==> src/rtl/mmio_uart_tx.sv <==
// Memory-mapped 8N1 UART transmitter: decodes a 16-byte register window on the
// data-memory bus, queues TXDATA stores in a small FIFO and serializes them on tx.
module mmio_uart_tx #(
  parameter logic [31:0] BASE        = 32'h0000_0080,
  parameter int          FIFO_DEPTH  = 4,
  parameter logic [15:0] DEFAULT_DIV = 16'd16
) (
  input  logic        clk,
  input  logic        reset,
  input  logic        we,
  input  logic [31:0] a,
  input  logic [31:0] wd,
  output logic [31:0] rd,
  output logic        sel,
  output logic        tx
);

  localparam int PW = (FIFO_DEPTH > 1) ? $clog2(FIFO_DEPTH) : 1;
  localparam int CW = PW + 1;

  typedef enum logic [1:0] {IDLE, START, DATA, STOP} state_t;

  logic [7:0]    fifo_mem [FIFO_DEPTH];
  logic [PW-1:0] wptr, rptr;
  logic [CW-1:0] count;
  logic          ovf;
  logic [15:0]   bauddiv;

  state_t        state, state_n;
  logic [7:0]    shift, shift_n;
  logic [2:0]    bit_idx, bit_idx_n;
  logic [15:0]   baud_cnt, baud_cnt_n;
  logic [15:0]   div_q, div_q_n;
  logic          tx_n;
  logic          pop;

  logic          full, empty, busy, bit_end;
  logic          wr_txdata, wr_status, wr_baud, push;
  logic [31:0]   count_ext;
  logic          unused;

  // A divider below 2 cannot produce a distinct bit period, so it is clamped.
  function automatic logic [15:0] sat_div(input logic [15:0] v);
    return (v < 16'd2) ? 16'd2 : v;
  endfunction

  assign sel       = (a[31:4] == BASE[31:4]);
  assign wr_txdata = we && sel && (a[3:2] == 2'd0);
  assign wr_status = we && sel && (a[3:2] == 2'd1);
  assign wr_baud   = we && sel && (a[3:2] == 2'd2);

  assign full      = (count == CW'(FIFO_DEPTH));
  assign empty     = (count == '0);
  assign busy      = (state != IDLE);
  assign push      = wr_txdata && !full;
  assign bit_end   = (baud_cnt == div_q - 16'd1);
  assign count_ext = 32'(count);
  assign unused    = ^{a[1:0], wd[31:16], count_ext[31:3]};

  always_comb begin
    rd = '0;
    if (sel) begin
      case (a[3:2])
        2'd1:    rd = {25'b0, count_ext[2:0], ovf, busy, empty, full};
        2'd2:    rd = {16'b0, bauddiv};
        default: rd = '0;
      endcase
    end
  end

  always_ff @(posedge clk) begin
    if (push) fifo_mem[wptr] <= wd[7:0];
  end

  always_ff @(posedge clk or posedge reset) begin
    if (reset) begin
      wptr    <= '0;
      rptr    <= '0;
      count   <= '0;
      ovf     <= 1'b0;
      bauddiv <= DEFAULT_DIV;
    end else begin
      if (push) wptr <= wptr + 1'b1;
      if (pop)  rptr <= rptr + 1'b1;
      case ({push, pop})
        2'b10:   count <= count + 1'b1;
        2'b01:   count <= count - 1'b1;
        default: count <= count;
      endcase
      // Fullness is the pre-edge value, so a same-cycle pop does not rescue the push.
      if (wr_txdata && full)
        ovf <= 1'b1;
      else if (wr_status && wd[3])
        ovf <= 1'b0;
      if (wr_baud) bauddiv <= sat_div(wd[15:0]);
    end
  end

  always_comb begin
    state_n    = state;
    shift_n    = shift;
    bit_idx_n  = bit_idx;
    baud_cnt_n = baud_cnt;
    div_q_n    = div_q;
    pop        = 1'b0;
    case (state)
      IDLE: begin
        if (!empty) begin
          pop        = 1'b1;
          state_n    = START;
          shift_n    = fifo_mem[rptr];
          div_q_n    = bauddiv;
          baud_cnt_n = '0;
        end
      end
      START: begin
        if (bit_end) begin
          state_n    = DATA;
          bit_idx_n  = '0;
          baud_cnt_n = '0;
        end else begin
          baud_cnt_n = baud_cnt + 16'd1;
        end
      end
      DATA: begin
        if (bit_end) begin
          baud_cnt_n = '0;
          shift_n    = {1'b0, shift[7:1]};
          bit_idx_n  = bit_idx + 3'd1;
          if (bit_idx == 3'd7) state_n = STOP;
        end else begin
          baud_cnt_n = baud_cnt + 16'd1;
        end
      end
      STOP: begin
        if (bit_end) begin
          baud_cnt_n = '0;
          // Chain straight into the next start bit when more data is waiting.
          if (!empty) begin
            pop     = 1'b1;
            state_n = START;
            shift_n = fifo_mem[rptr];
            div_q_n = bauddiv;
          end else begin
            state_n = IDLE;
          end
        end else begin
          baud_cnt_n = baud_cnt + 16'd1;
        end
      end
      default: state_n = IDLE;
    endcase

    case (state_n)
      START:   tx_n = 1'b0;
      DATA:    tx_n = shift_n[0];
      default: tx_n = 1'b1;
    endcase
  end

  always_ff @(posedge clk or posedge reset) begin
    if (reset) begin
      state    <= IDLE;
      shift    <= '0;
      bit_idx  <= '0;
      baud_cnt <= '0;
      div_q    <= DEFAULT_DIV;
      tx       <= 1'b1;
    end else begin
      state    <= state_n;
      shift    <= shift_n;
      bit_idx  <= bit_idx_n;
      baud_cnt <= baud_cnt_n;
      div_q    <= div_q_n;
      tx       <= tx_n;
    end
  end

endmodule

==> config.mk <==
export PLATFORM = sky130hd
export DESIGN_NAME = mmio_uart_tx
export DESIGN_NICKNAME = d
export VERILOG_FILES = /design/src/rtl/mmio_uart_tx.sv
export SDC_FILE = /design/constraint.sdc
export NUM_CORES = 1
export LEC_CHECK = 0
export ABC_AREA = 1
export CAP_MARGIN = 20
export CORE_ASPECT_RATIO = 1.25
export CORE_MARGIN = 3
export CORE_UTILIZATION = 25
export CTS_CLUSTER_DIAMETER = 40
export CTS_CLUSTER_SIZE = 16
export DETAILED_ROUTE_END_ITERATION = 16
export PLACE_DENSITY = 0.47
export SYNTH_ARGS = -nofsm -noshare
export SYNTH_HDL_FRONTEND = slang
export SYNTH_SLANG_ARGS = --single-unit
==> constraint.sdc <==
create_clock -name clk -period 8 [get_ports clk]
set_input_delay 1.2 -clock clk [delete_from_list [all_inputs] [get_ports clk]]
set_output_delay 1.2 -clock clk [all_outputs]
set_load 0.005 [all_outputs]
==> metrics.txt, run 1 <==
layout cells sized above 1=6.13%; status=completed; WP data required=6.80 ns; # IOs=101; Least-Margin Pin Slew=0.934 ns; CTS tree=built; Area Overhead vs Synth=21.0%; Clk pin slew, worst setup/hold paths=0.08 ns; Gate Count Post-Synth=746; largest net degree at the start of global routing=71; Mean Syn Cell Area=7.92 um2; Max-slew headroom=37.6%; post-synthesis cell type count=44; core area=23100 um2; fraction of registers with async set/reset=68.6%; Tcrit/Tclk final=57.4%; Final Skew=0.0115 ns; Crit Path Max Fanout=7; final core occ=30.9%; Setup Buffers After CTS=0; post-route cell area=7150 um2; shortest period the worst path allows=4.59 ns; final instance count without filler cells=1103; Yosys reg bits=102; max cap viols=0; port bufs=66; Die Ht=178 um; TritonCTS Buffers=9; pre-CTS setup slack=3.40 ns; die area=25500 um2; PD cells=145 nW/um2; Crit. End Element=output pin; main flop type after synthesis=dfrtp_1; routed via count=4794; gr ovfl total=0; global-route wire length before repair=24600 um; clock tree buffer depth=2; H-tree Lvls=3; Inst Count DP=1086; Yosys warnings=0; reported leakage power=3.20 nW; chip width=144 um; GRT Util Overall=12.1%; EDFF count, synth=32; clk_lat worst skew=0.36 ns; fillers=2493; Min Hold Slack=0.512 ns; Peak Freq=0.218 GHz; endpoints failing hold=0; Initial Util=25.6%; Setup TNS Final=0 ns; Layout Nets=895; critical path class=input pin to output pin; initial DRC count=182; post-cts resize count=0; footprint of the multi-input gates=2720 um2; drt wl/cell=13.3 um; fin. max-slew vios=0; Seq. cell area=2720 um2; sequential area share after synthesis=45.9%; RSZ-0062 raised after global routing=no; crit path launch type=input pin; DP Area=6810 um2; worst hold path type=flop to flop; CTS Hold Buffers Added=0; number of vias per cell=4.35; clk sinks=102; antenna cells=0; Routed Antenna Nets=0; Worst Setup Slack, final=3.41 ns; vias in the first global route=4822; routability congestion estimate=0.775; clk root buf=clkbuf_16; DRT Pass-1 Iters=4; VDD IR-drop max=0.0891 mV; post-DP HPWL=10900 um; crit path DAT=3.39 ns; initial antenna violation count=0; Synth Cell Area=5910 um2; final setup fails=0; Residual DRC=0; Final Power=1.04 mW; Post-Route WL=14600 um; number of core rows=62
[where the power goes]
part | leakage, nW | internal, mW | switching (mW)
clock | 0.152 | 0.227 | 0.230
combinational | 1.96 | 0.0243 | 0.0203
sequential | 1.09 | 0.538 | 0.00000000419
[placed cells by master (no fill, tap or decap), types with 2 or more instances in the layout]
| master | count |
|---|---|
| nand2_1 | 220 |
| inv_1 | 90 |
| nor2_1 | 74 |
| dfrtp_1 | 67 |
| clkdlybuf4s50_1 | 66 |
| o21ai_0 | 54 |
| nand3_1 | 39 |
| edfxtp_1 | 32 |
| ha_1 | 17 |
| a21oi_1 | 16 |
| conb_1 | 16 |
| xor2_1 | 13 |
| nor4_1 | 9 |
| clkbuf_16 | 9 |
| nor2_2 | 8 |
| o22ai_1 | 8 |
| xnor2_1 | 7 |
| o211ai_1 | 7 |
| o221ai_1 | 7 |
| nand4_1 | 6 |
| nor2_4 | 5 |
| nand2_2 | 5 |
| nand3b_1 | 4 |
| inv_2 | 3 |
| dfstp_2 | 3 |
| inv_6 | 3 |
| nor3_2 | 2 |
| nor3_1 | 2 |
| a22o_1 | 2 |
| and3_1 | 2 |
| mux2_4 | 2 |
| clkinv_8 | 2 |
[area by class of cell]
cell class / count / share of cell area (%)
Timing Repair Buffer: 68 / 9.73
Inverter: 93 / 4.88
Clock buffer: 9 / 3.15
Multi-Input combinational cell: 536 / 38.0
Clock inverter: 7 / 1.21
Sequential cell: 102 / 38.0
Tap cell: 288 / 5.04
[worst paths after layout]
kind | start | end | slack, ns | depth (start not counted)
setup / recovery | a[9] | rd[1] | 3.41 | 9
hold / removal | bit_idx[1]$_DFFE_PP0P_ | bit_idx[1]$_DFFE_PP0P_ | 0.51 | 1
setup reg to reg | div_q[0]$_DFFE_PP0P_ | count[2]$_DFFE_PP0P_ | 4.41 | 20
max in group asynchronous | reset | div_q[4]$_DFFE_PP1P_ | 6.17 | 4
min in group asynchronous | reset | bit_idx[1]$_DFFE_PP0P_ | 1.21 | 3
hold reg to reg | bit_idx[1]$_DFFE_PP0P_ | bit_idx[1]$_DFFE_PP0P_ | 0.51 | 1
[critical path, stage by stage]
cell	delay, ns
clkdlybuf4s50_1	0.39
or4_1	0.51
nor2_1	0.09
and3_1	0.15
nand2_1	0.10
inv_2	0.10
nand2_1	0.15
a21oi_1	0.17
clkdlybuf4s50_1	0.53
[Yosys cell counts (2+ instances only)]
cell type	n	share of area, %
nand3_1	39	3.3
o22ai_1	8	0.85
nand2_1	220	14
nand3b_1	4	0.51
nor2_2	8	0.85
a21oi_1	16	1.4
ha_1	17	3.6
and3_1	2	0.21
edfxtp_1	32	16
o211ai_1	7	0.89
nor3_1	2	0.17
nand4_1	6	0.63
nor2_4	5	0.95
clkbuf_1	8	0.51
buf_4	16	2.0
o21ai_0	54	4.6
inv_2	2	0.13
nor2_1	74	4.7
inv_1	91	5.8
xor2_1	13	1.9
dfstp_2	3	1.3
mux2_4	2	0.51
xnor2_1	7	1.0
dfrtp_1	67	28
buf_2	4	0.34
nor3_2	2	0.34
o221ai_1	7	1.0
nand2_2	5	0.53
a22o_1	2	0.30
nor4_1	9	0.95
[state kept, by name, indices dropped and copies added (netlist names)]
name	count
fifo_mem	32
baud_cnt	16
bauddiv	16
div_q	16
shift	8
bit_idx	3
count	3
rptr	2
state	2
wptr	2
ovf	1
tx	1
[cells by family after synthesis]
| family | after synthesis | share of synthesized area [%] |
|---|---|---|
| simple gates | 380 | 27.6 |
| buf+inv | 123 | 9.04 |
| flops | 102 | 45.9 |
| compound gates | 99 | 9.74 |
| xor+xnor | 20 | 2.96 |
| fa+ha+maj | 18 | 3.94 |
| mux | 3 | 0.698 |
| other cells | 1 | 0.0634 |
[layer usage]
| layer | global-route usage (%) | vias to the layer above | wire, um |
|---|---|---|---|
| li1 | - | 2515 | - |
| met1 | 15.5 | 2177 | 6730 |
| met2 | 20.9 | 98 | 7230 |
| met3 | 2.08 | 4 | 551 |
| met4 | 3.61 | 0 | 109 |
| met5 | 0 | - | 0 |
(Power assumes the default switching activity.)
==> run 2: changes to the inputs <==
--- a/config.mk
+++ b/config.mk
@@ -13,7 +13,7 @@
 export CTS_CLUSTER_DIAMETER = 40
 export CTS_CLUSTER_SIZE = 16
 export DETAILED_ROUTE_END_ITERATION = 16
-export PLACE_DENSITY = 0.47
+export PLACE_DENSITY = 0.48
 export SYNTH_ARGS = -nofsm -noshare
 export SYNTH_HDL_FRONTEND = slang
 export SYNTH_SLANG_ARGS = --single-unit
==> constraint.sdc (replaced) <==
create_clock -name clk -period 3.9 [get_ports clk]
set_input_delay 0.585 -clock clk [delete_from_list [all_inputs] [get_ports clk]]
set_output_delay 0.585 -clock clk [all_outputs]
set_load 0.005 [all_outputs]
==> run 2 against run 1 <==
Effect of this change:
- non-clock buffer count grew 8
- clock power grew 110%
- first-iteration DRC count shrank 12%
- final cell count grew 0.73%
- global-route usage shrank 0.20 points
- clock-buffer cell count is the same
- die area is the same
- via count grew 0.81%
==> metrics.txt, run 2 (synthesis results as in run 1) <==
status=completed (unchanged); Initial Util=25.6% (unchanged); clk root buf=clkbuf_16 (unchanged); Tcrit/Tclk final=86.8%; initial DRC count=161 (was 182); gr ovfl total=0 (unchanged); shortest period the worst path allows=3.39 ns; max reg flops=32 (unchanged); fillers=2458 (was 2493); antenna cells=0 (unchanged); clk_lat worst skew=0.37 ns (was 0.36 ns); # IOs=101 (unchanged); clk sinks=102 (unchanged); H-tree Lvls=3 (unchanged); final setup fails=0 (unchanged); vias in the first global route=4678 (was 4822); Least-Margin Pin Slew=0.657 ns (was 0.934 ns); Die Ht=178 um (unchanged); most frequent cells in the layout=nand2_1, inv_1, nor2_1, dfrtp_1, clkdlybuf4s50_1 (unchanged); number of vias per cell=4.35 (about the same); global-route wire length before repair=24000 um (was 24600 um); initial antenna violation count=0 (unchanged); critical path class=input pin to output pin (unchanged); Routed Antenna Nets=0 (unchanged); endpoints failing hold=0 (unchanged); fin. max-slew vios=0 (unchanged); VDD IR-drop max=0.201 mV (was 0.0891 mV); chip width=144 um (unchanged); Post-Route WL=14500 um (was 14600 um); routability congestion estimate=0.779 (was 0.775); WP data required=3.31 ns (was 6.80 ns); post-DP HPWL=11000 um (was 10900 um); Largest Register=fifo_mem (unchanged); reported leakage power=3.23 nW (was 3.20 nW); drt wl/cell=13.1 um (was 13.3 um); post-cts resize count=0 (unchanged); Crit Path Max Fanout=7 (unchanged); Min Hold Slack=0.511 ns (was 0.512 ns); port bufs=66 (unchanged); layout cells sized above 1=7.05% (was 6.13%); DRT Pass-1 Iters=4 (unchanged); crit path launch type=input pin (unchanged); Area Overhead vs Synth=21.9% (was 21.0%); Crit. End Element=output pin (unchanged); Peak Freq=0.295 GHz; crit path DAT=2.80 ns (was 3.39 ns); Layout Nets=903 (was 895); max cap viols=0 (unchanged); clock tree buffer depth=2 (unchanged); worst hold path type=flop to flop (unchanged); number of core rows=62 (unchanged); die area=25500 um2 (unchanged); Clk pin slew, worst setup/hold paths=0.08 ns (about the same); GRT Util Overall=11.9% (was 12.1%); commonest non-fill, non-tap cell in the layout=nand2_1 (unchanged); Setup TNS Final=0 ns (unchanged); Inst Count DP=1094 (was 1086); largest net degree at the start of global routing=47 (was 71); Residual DRC=0 (unchanged); RSZ-0062 raised after global routing=no (unchanged); Final Skew=0.0143 ns (was 0.0115 ns); PD cells=297 nW/um2 (was 145 nW/um2); Max-slew headroom=55.8% (was 37.6%); final instance count without filler cells=1111 (was 1103); Setup Buffers After CTS=0 (unchanged); routed via count=4833 (was 4794); core area=23100 um2 (unchanged); TritonCTS Buffers=9 (unchanged); CTS tree=built (unchanged); CTS Hold Buffers Added=0 (unchanged)
==> run 2: metrics by stage <==
stage               total power [mW]  setup WS, ns  instance area (um2)  utilization [%]
finish                          2.14         0.514                 7210             31.2
global route                    2.23         0.121                 7210             31.2
CTS                             2.17         0.442                 7190             31.1
detailed placement              1.22         0.450                 6870             29.7
global placement                1.22         0.464                 6870             29.7
floorplan                       1.16         0.934                 5970                -
==> run 2: per-layer routing <==
metal / up-vias / GRT usage (%) / share of wire (%)
met5: - / 0 / 0
met1: 2204 / 15.5 / 46
li1: 2525 / - / -
met4: 0 / 3.85 / 1.8
met2: 90 / 19.9 / 49
met3: 14 / 2.21 / 3.5
==> run 2: worst paths after layout <==
kind,slack (ns),endpoint,startpoint,cells past startpoint
max in group asynchronous,2.55,div_q[10]$_DFFE_PP0P_,reset,4
worst min register to register,0.51,bit_idx[1]$_DFFE_PP0P_,bit_idx[1]$_DFFE_PP0P_,1
worst max register to register,0.52,count[2]$_DFFE_PP0P_,div_q[1]$_DFFE_PP0P_,20
worst max-delay path,0.51,rd[1],a[9],9
min in group asynchronous,0.56,shift[6]$_DFFE_PP0P_,reset,2
worst min-delay path,0.51,bit_idx[1]$_DFFE_PP0P_,bit_idx[1]$_DFFE_PP0P_,1
==> run 2: cell type report <==
class	instances	area, um2	area share, %
multi-input cells	536	2720	37.7
flip-flops and latches	102	2720	37.7
repair buffers	76	748	10.4
well taps	288	360	5.00
inverters	93	349	4.84
clock buffers	9	225	3.13
clock inverters	7	88.8	1.23
==> run 2: where the power goes <==
part / leakage (nW) / internal [mW] / switching [mW]
Clock: 0.153 / 0.467 / 0.480
Sequential: 1.09 / 1.10 / 0.00000000846
Combinational: 2.00 / 0.0496 / 0.0415
Total: 3.23 / 1.62 / 0.521
==> run 2: worst max-delay path, stage by stage <==
cell and delay [ns]:
clkdlybuf4s50_1 0.39, or4_1 0.51, nor2_1 0.10, and3_1 0.15, nand2_1 0.10, inv_2 0.10, nand2_1 0.15, a21oi_1 0.19
clkdlybuf4s50_1 0.52
